File: src/rtl/scan_pkg.sv
// Shared types and constants for the decoder select-scanning blocks.
package scan_pkg;

  localparam int SEL_W         = 3;
  localparam int DWELL_DEFAULT = 4;
  localparam int LAST_DEFAULT  = 7;

  typedef enum logic [1:0] {
    IDLE = 2'd0,
    RUN  = 2'd1,
    GAP  = 2'd2
  } scan_state_e;

  // Advance a select code, folding back to zero after the last code in use.
  function automatic logic [SEL_W-1:0] next_sel(input logic [SEL_W-1:0] cur,
                                                input logic [SEL_W-1:0] last);
    logic [SEL_W-1:0] nxt;
    nxt = '0;
    if (cur != last) begin
      nxt = cur + 1'b1;
    end
    return nxt;
  endfunction

endpackage

File: src/rtl/dwell_timer.sv
// Counts enabled cycles and flags the last cycle of a DWELL-cycle hold window.
module dwell_timer #(
  parameter int DWELL = 4
) (
  input  logic clk_i,
  input  logic rst_i,
  input  logic clr_i,
  input  logic inc_i,
  output logic done_o
);

  localparam int CNT_W = $clog2(DWELL + 1);
  localparam logic [CNT_W-1:0] CntLast = CNT_W'(DWELL - 1);

  logic [CNT_W-1:0] cnt_q;

  // The count folds to zero on the done cycle so it never passes DWELL-1.
  always_ff @(posedge clk_i or posedge rst_i) begin
    if (rst_i) begin
      cnt_q <= '0;
    end else if (clr_i) begin
      cnt_q <= '0;
    end else if (inc_i) begin
      if (cnt_q == CntLast) begin
        cnt_q <= '0;
      end else begin
        cnt_q <= cnt_q + 1'b1;
      end
    end
  end

  assign done_o = (cnt_q == CntLast);

endmodule

File: src/rtl/scan_sel_gen.sv
// Drives decoder EN/select: each code 0..LAST is held for DWELL enabled cycles,
// followed by a one-cycle blanking gap so adjacent decoder outputs never touch.
module scan_sel_gen
  import scan_pkg::*;
#(
  parameter int DWELL = DWELL_DEFAULT,
  parameter int LAST  = LAST_DEFAULT
) (
  input  logic             clk_i,
  input  logic             rst_i,
  input  logic             start_i,
  input  logic             stop_i,
  input  logic             load_i,
  input  logic [SEL_W-1:0] load_sel_i,
  output logic             en_out_o,
  output logic [SEL_W-1:0] sel_o,
  output logic             wrap_o,
  output logic             busy_o
);

  localparam logic [SEL_W-1:0] LastCode = SEL_W'(LAST);

  scan_state_e      state_q;
  logic [SEL_W-1:0] sel_q;
  logic             en_q;
  logic             wrap_q;
  logic             busy_q;

  logic             timerClr;
  logic             timerInc;
  logic             timerDone;
  logic [SEL_W-1:0] selStep;
  logic [SEL_W-1:0] selLoad;

  assign timerClr = stop_i | (state_q != RUN);
  assign timerInc = (state_q == RUN);

  dwell_timer #(
    .DWELL (DWELL)
  ) u_dwell_timer (
    .clk_i  (clk_i),
    .rst_i  (rst_i),
    .clr_i  (timerClr),
    .inc_i  (timerInc),
    .done_o (timerDone)
  );

  // Codes beyond LAST would select an unused decoder output, so they load as zero.
  always_comb begin
    selStep = next_sel(sel_q, LastCode);
    selLoad = load_sel_i;
    if (load_sel_i > LastCode) begin
      selLoad = '0;
    end
  end

  // sel only moves on the RUN->GAP edge, so it is stable whenever en_out is high.
  always_ff @(posedge clk_i or posedge rst_i) begin
    if (rst_i) begin
      state_q <= IDLE;
      sel_q   <= '0;
      en_q    <= 1'b0;
      wrap_q  <= 1'b0;
      busy_q  <= 1'b0;
    end else begin
      wrap_q <= 1'b0;
      if (stop_i) begin
        state_q <= IDLE;
        en_q    <= 1'b0;
        busy_q  <= 1'b0;
      end else begin
        case (state_q)
          IDLE: begin
            if (load_i) begin
              sel_q <= selLoad;
            end
            if (start_i) begin
              state_q <= RUN;
              en_q    <= 1'b1;
              busy_q  <= 1'b1;
            end
          end
          RUN: begin
            if (timerDone) begin
              state_q <= GAP;
              en_q    <= 1'b0;
              sel_q   <= selStep;
              wrap_q  <= (sel_q == LastCode);
            end
          end
          GAP: begin
            state_q <= RUN;
            en_q    <= 1'b1;
          end
          default: begin
            state_q <= IDLE;
            en_q    <= 1'b0;
            busy_q  <= 1'b0;
          end
        endcase
      end
    end
  end

  assign en_out_o = en_q;
  assign sel_o    = sel_q;
  assign wrap_o   = wrap_q;
  assign busy_o   = busy_q;

endmodule

File: config.mk
export PLATFORM = sky130hd
export DESIGN_NAME = scan_sel_gen
export DESIGN_NICKNAME = d
export VERILOG_FILES = /design/src/rtl/scan_pkg.sv /design/src/rtl/dwell_timer.sv /design/src/rtl/scan_sel_gen.sv
export SDC_FILE = /design/constraint.sdc
export NUM_CORES = 1
export LEC_CHECK = 0
export ABC_AREA = 1
export BUFFER_PORTS_ARGS = -buffer_cell sky130_fd_sc_hd__clkbuf_2
export CORE_AREA = 2 2 39 41
export CTS_CLUSTER_DIAMETER = 150
export CTS_CLUSTER_SIZE = 28
export DETAILED_ROUTE_END_ITERATION = 7
export DIE_AREA = 0 0 41 43
export GPL_TIMING_DRIVEN = 0
export PLACE_DENSITY_LB_ADDON = 0.15
export RECOVER_POWER = 50
export SLEW_MARGIN = 20
export SYNTH_ARGS = -nofsm -noshare
export SYNTH_HDL_FRONTEND = slang
export SYNTH_SLANG_ARGS = --single-unit
File: constraint.sdc
create_clock -name clk_i -period 2.9 [get_ports clk_i]
set_clock_uncertainty 0.15 [all_clocks]
set_input_delay 0.29 -clock clk_i [delete_from_list [all_inputs] [get_ports clk_i]]
set_output_delay 0.29 -clock clk_i [all_outputs]
set_load 0.01 [all_outputs]
# ---- Word level (Yosys, flattened, before mapping)
# Cells that the tools add are included.
dict set report op_classes {
  n_addsub 2
  magnitude_cmp 1
  n_eq_ne 11
  mux 21
  bitwise 2
  reduce_logical 7
}
# operator n
set op_table {}
lappend op_table {{2-to-1 mux 3 bit} 7}
lappend op_table {{2-to-1 mux 1 bit} 7}
lappend op_table {{adder 3 x 1 -> 3 bit (second input constant)} 2}
lappend op_table {{2-to-1 mux 2 bit} 3}
lappend op_table {{inequality test 2 x 1 -> 1 bit (second input constant)} 3}
lappend op_table {{inequality test 3 bit (second input constant)} 2}
lappend op_table {{one-hot mux 2 bit (3 select lines)} 1}
lappend op_table {{one-hot mux 3 bit (2 select lines)} 1}
lappend op_table {{AND reduction 2 bit} 2}
lappend op_table {{AND reduction 4 bit} 1}
lappend op_table {{nonzero test 2 bit} 2}
lappend op_table {{equality test 3 x 2 -> 1 bit (second input constant)} 1}
lappend op_table {{equality test 3 bit (second input constant)} 1}
lappend op_table {{greater-than comparator 3 bit (second input constant)} 1}
lappend op_table {{inequality test 3 x 2 -> 1 bit (second input constant)} 1}
lappend op_table {{one-hot mux 1 bit (3 select lines)} 1}
lappend op_table {{equality test 2 x 1 -> 1 bit (second input constant)} 1}
lappend op_table {{equality test 2 bit (second input constant)} 1}
lappend op_table {{logical NOT 2 bit} 1}
lappend op_table {{inequality test 2 bit (second input constant)} 1}
lappend op_table {{one-hot mux 1 bit (2 select lines)} 1}
lappend op_table {{OR reduction 2 bit} 1}
lappend op_table {{inverter 1 bit} 1}
lappend op_table {{OR 1 bit} 1}
dict set report totals {
  ff_bits 11
  input_bits 8
  out_inout_bits 6
  word_cells 50
}

# ---- Longest topological paths before layout
dict set report logic_depth {
  word_depth 4
  mapped_depth 8
  depth_no_buf 8
}

# ---- By module
# From an unflattened synthesis, not the netlist that was laid out.
dict set report unflattened {
  cells_unflattened 86
  hier_area_um2 694.4
}
# mod n_inst cells_each area_per_inst_um2 seq_area_each_um2
set modules_own_cells {}
lappend modules_own_cells {scan_sel_gen 1 67 541.8 200.2}
lappend modules_own_cells {dwell_timer 1 19 152.6 75.1}

# ---- Least setup slack after synthesis
# OpenSTA, ideal clock, no wires.
dict set report synth_path {
  kind {register to register}
  from {reg en_out_o (netlist name)}
  to {reg en_q (netlist: en_out_o)}
  setup_time_ps 123
  t_arrival_ps 1093
  t_required_ps 2627
  setup_slack_ps 1534
  stages_incl_launch_ff 8
  path_buffers 0
  period_less_slack_ps 1366
  path_cell_list {dfrtp_1 -> ha_1 -> inv_2 -> nor2_4 -> nand2_2 -> nand2_4 -> nand2_1 -> o21ai_2}
}
# item line_no
set synth_rtl {}
lappend synth_rtl {{end signal, assigned} scan_sel_gen.sv:62} ;# en_q <= 1'b0;
lappend synth_rtl {{end signal, assigned} scan_sel_gen.sv:69} ;# en_q <= 1'b0;
lappend synth_rtl {{end signal, assigned} scan_sel_gen.sv:79} ;# en_q <= 1'b1;
lappend synth_rtl {{end, declared} scan_sel_gen.sv:25} ;# logic en_q;

# ---- Worst setup path after layout
dict set report layout_path {
  from {reg state_q[1]}
  to {reg sel_q[1] (netlist: sel_o[1])}
}
dict set report layout_between {
  elab_chain_len 3
  word_cells_on_any_way 7
  classes_between {eq/ne: 3; mux: 1; reduce/logical: 3}
}
# item line_no
set layout_rtl {}
lappend layout_rtl {{start, declared} scan_sel_gen.sv:23} ;# scan_state_e state_q;
lappend layout_rtl {{start signal, assigned} scan_sel_gen.sv:60} ;# state_q <= IDLE;
lappend layout_rtl {{start signal, assigned} scan_sel_gen.sv:68} ;# state_q <= IDLE;
lappend layout_rtl {{start signal, assigned} scan_sel_gen.sv:78} ;# state_q <= RUN;
lappend layout_rtl {{equality test 2 x 1 -> 1 bit / logical NOT 2 bit (equally long branches)} scan_sel_gen.sv:72} ;# case (state_q)
lappend layout_rtl {{inequality test 2 x 1 -> 1 bit (no source line), or another cell as far along} n/a}
lappend layout_rtl {{AND reduction 4 bit (no source line)} n/a}
lappend layout_rtl {{end signal, assigned} scan_sel_gen.sv:75} ;# sel_q <= selLoad;
lappend layout_rtl {{end signal, assigned} scan_sel_gen.sv:87} ;# sel_q <= selStep;
lappend layout_rtl {{end, declared} scan_sel_gen.sv:24} ;# logic [SEL_W-1:0] sel_q;
# Several ways; a longest one is shown, not always the timed one.
# A chain may end at the register's enable or synchronous reset.

==> impl_metrics.toml <==
[logic_synthesis]
synth_enable_flop_cells = 0
synthArstFlopShare = 1.00
yosys.area.top_type_share = 0.434
synth_area_leader_cell = "dfrtp_1"
syn-cell-area_um2 = 577
syn_avg_cell_area_um2 = 8.24
synthFlopType = "dfrtp_1"
synth_top_cells_by_count = "23 x nand2_1, 10 x dfrtp_1, 8 x inv_1, 6 x ha_1, 6 x nor2_1"
synth.yosys.seq_area_share = 0.434
yosysWarnings = 0
syn_inst = 70
synthDistinctLibCells = 15
yosysMostFrequentCell = "nand2_1"
synth-seq-cells = 10
syn_nets = 84
yosys-top-cells-area = "dfrtp_1 43%, nand2_1 15%, ha_1 13%"

[global_routing]
antenna_found_initial = 0
grt_pass1_wl_um = 1790
grt_max_degree = 11
track_usage = 0.154
grt_pass1_vias = 442
overflow = 0

[die]
die_h_um = 43
die_area_mm2 = 0.00176
rows = 14
die_width_um = 41
fp.coreArea_mm2 = 0.00138
ioPinCount = 14
start_util = 0.417

[worst_setup_path]
path_max_fanout = 7
critPathCaptureType = "register"
crit_path_cell_trace = "inv_1, ha_1, nand2_2, nand2_2, nand3_2, nand2_1, nand2_1"
start_kind = "register"
slowest_stage = "dfrtp_1"
max_stage_delay_ns = 0.40
critical_path_class = "register to register"
cp.required_ns = 2.90
r2r_slack_ns = 1.33
cp.arrival_ns = 1.57

[routing]
firstDrtPassIters = 4
num_vias = 479
drc = 0
dr.first_iter.drc_count = 6
drt-total-wl_um = 1050
wl_per_cell_um = 10.2
via_per_inst = 4.65
drtAntennaViolNets = 0

[placement]
placed_area_um2 = 662
place.gp.congestion = 0.731
detailedPlace.worstSlack_ns = 1.34
post-dp-hpwl_um = 824
port_buffers = 13

[power]
cellPowerDensity_mw_per_mm2 = 866
leakagePower_nw = 0.381
ir_drop_v = 0.000346

[clock_network]
clkLatencyLatePin_ns = 0.25
clkSlewWorstSetupHoldPaths_ns = 0.06
tritoncts = "built"
clock_path_buffers = 2
htree_levels = 1
cts_sinks = 10
cts_root_buffer = "clkbuf_4"
numCtsBuffers = 3

[run_status]
status = "complete, no violations"

[timing]
timing.final.crit_share = 0.540
slew_headroom = 0.731
fin_tns_setup_ns = 0
max_freq_mhz = 638
setup_viol = 0
setup_ws_ns = 1.33
drv_slew = 0
hold_viol_final = 0
worst_pin_slew_ns = 0.402
finalCriticalPeriod_ns = 1.57
rsz0062_at_grt = "false"

[hold_path]
hp-class = "input port to register"

[cells_and_area]
fill_cells = 153
antenna_cells = 0
final_core_utilization = 0.499
multiInputGateArea_um2 = 293
layout.nets = 103
final_area_um2 = 691
ff_latch_area_um2 = 250
drive_above_1_share = 0.253
area_growth_pct = 19.7

[flow_run]
maxCapViolCount = 0
==> kinds of logic after synthesis <==
logic type / after synthesis / synth area share
AO/OA/AOI/OAI: 6 / 0.0651
adder cells (fa/ha/maj): 6 / 0.130
buffers and inverters: 9 / 0.0586
flip-flops: 10 / 0.434
AND/OR/NAND/NOR: 39 / 0.312
==> path summary, 6_finish.rpt <==
check                                          to                    from  depth (start not counted)
max                                      sel_o[1]              state_q[1]                          7
min                                        wrap_o                  stop_i                          4
max reg2reg                              sel_o[1]              state_q[1]                          7
min reg2reg                u_dwell_timer.cnt_q[0]  u_dwell_timer.cnt_q[0]                          1
max in group asynchronous  u_dwell_timer.cnt_q[1]                   rst_i                          3
min in group asynchronous                sel_o[2]                   rst_i                          3
==> layout make-up <==
type,count,share of cell area
multi-input cells,51,0.424
repair buffers,14,0.103
well taps,16,0.0290
flip-flops and latches,10,0.362
inverters,9,0.0489
clock buffers,3,0.0326
==> power by group <==
part | internal, W | total (W) | leakage [nW] | switching, W
clock | 0.0000478 | 0.0000919 | 0.0138 | 0.0000441
sequential | 0.000182 | 0.000217 | 0.132 | 0.0000349
combinational | 0.000109 | 0.000289 | 0.235 | 0.000180
total | 0.000339 | 0.000598 | 0.381 | 0.000259
==> metal layers <==
metal	wire length (um)	global-route usage
met1	518	0.212
met2	475	0.200
met5	0	0
met3	40	0.0314
met4	18	0.120
==> state kept, by name, indices dropped and copies added, names as in the netlist <==
register	flops
wrap_o	1
u_dwell_timer.cnt_q	3
en_out_o	1
busy_o	1
sel_o	3
state_q	1
==> what timing repair did <==
| action | 4_1_cts | 5_1_grt |
|---|---|---|
| hold buffers | 1 | 0 |
| resized for setup | 0 | 0 |
| setup buffers | 0 | 0 |
| endpoints found under the hold margin | 10 | 0 |
==> critical path: cells and delay by family, from the launching register on <==
kind                       cells  cell delay, ns
DFF                            1            0.40
and+or+nand+nor                5            0.51
adders and majority gates      1            0.31
buffers and inverters          1            0.09
==> cells in the final DEF (no fill, tap or decap), drive strengths merged <==
cell         count
nor3             1
dfrtp           10
a21oi            3
nand3            4
ha               6
clkbuf          16
nor2             7
nand2           27
dlygate4sd3      1
inv              9
o21ai            3
==> per-stage QoR <==
step	hold WS [ns]	cells	total power, W
6_report	0.169	103	0.000598
5_1_grt	0.176	103	0.000668
4_1_cts	0.167	103	0.000610
3_5_place_dp	0.136	99	0.000515
3_3_place_gp	0.122	99	0.000509
2_1_floorplan	-0.0198	70	0.000432
Note: power is estimated with default switching activity, not from simulation.
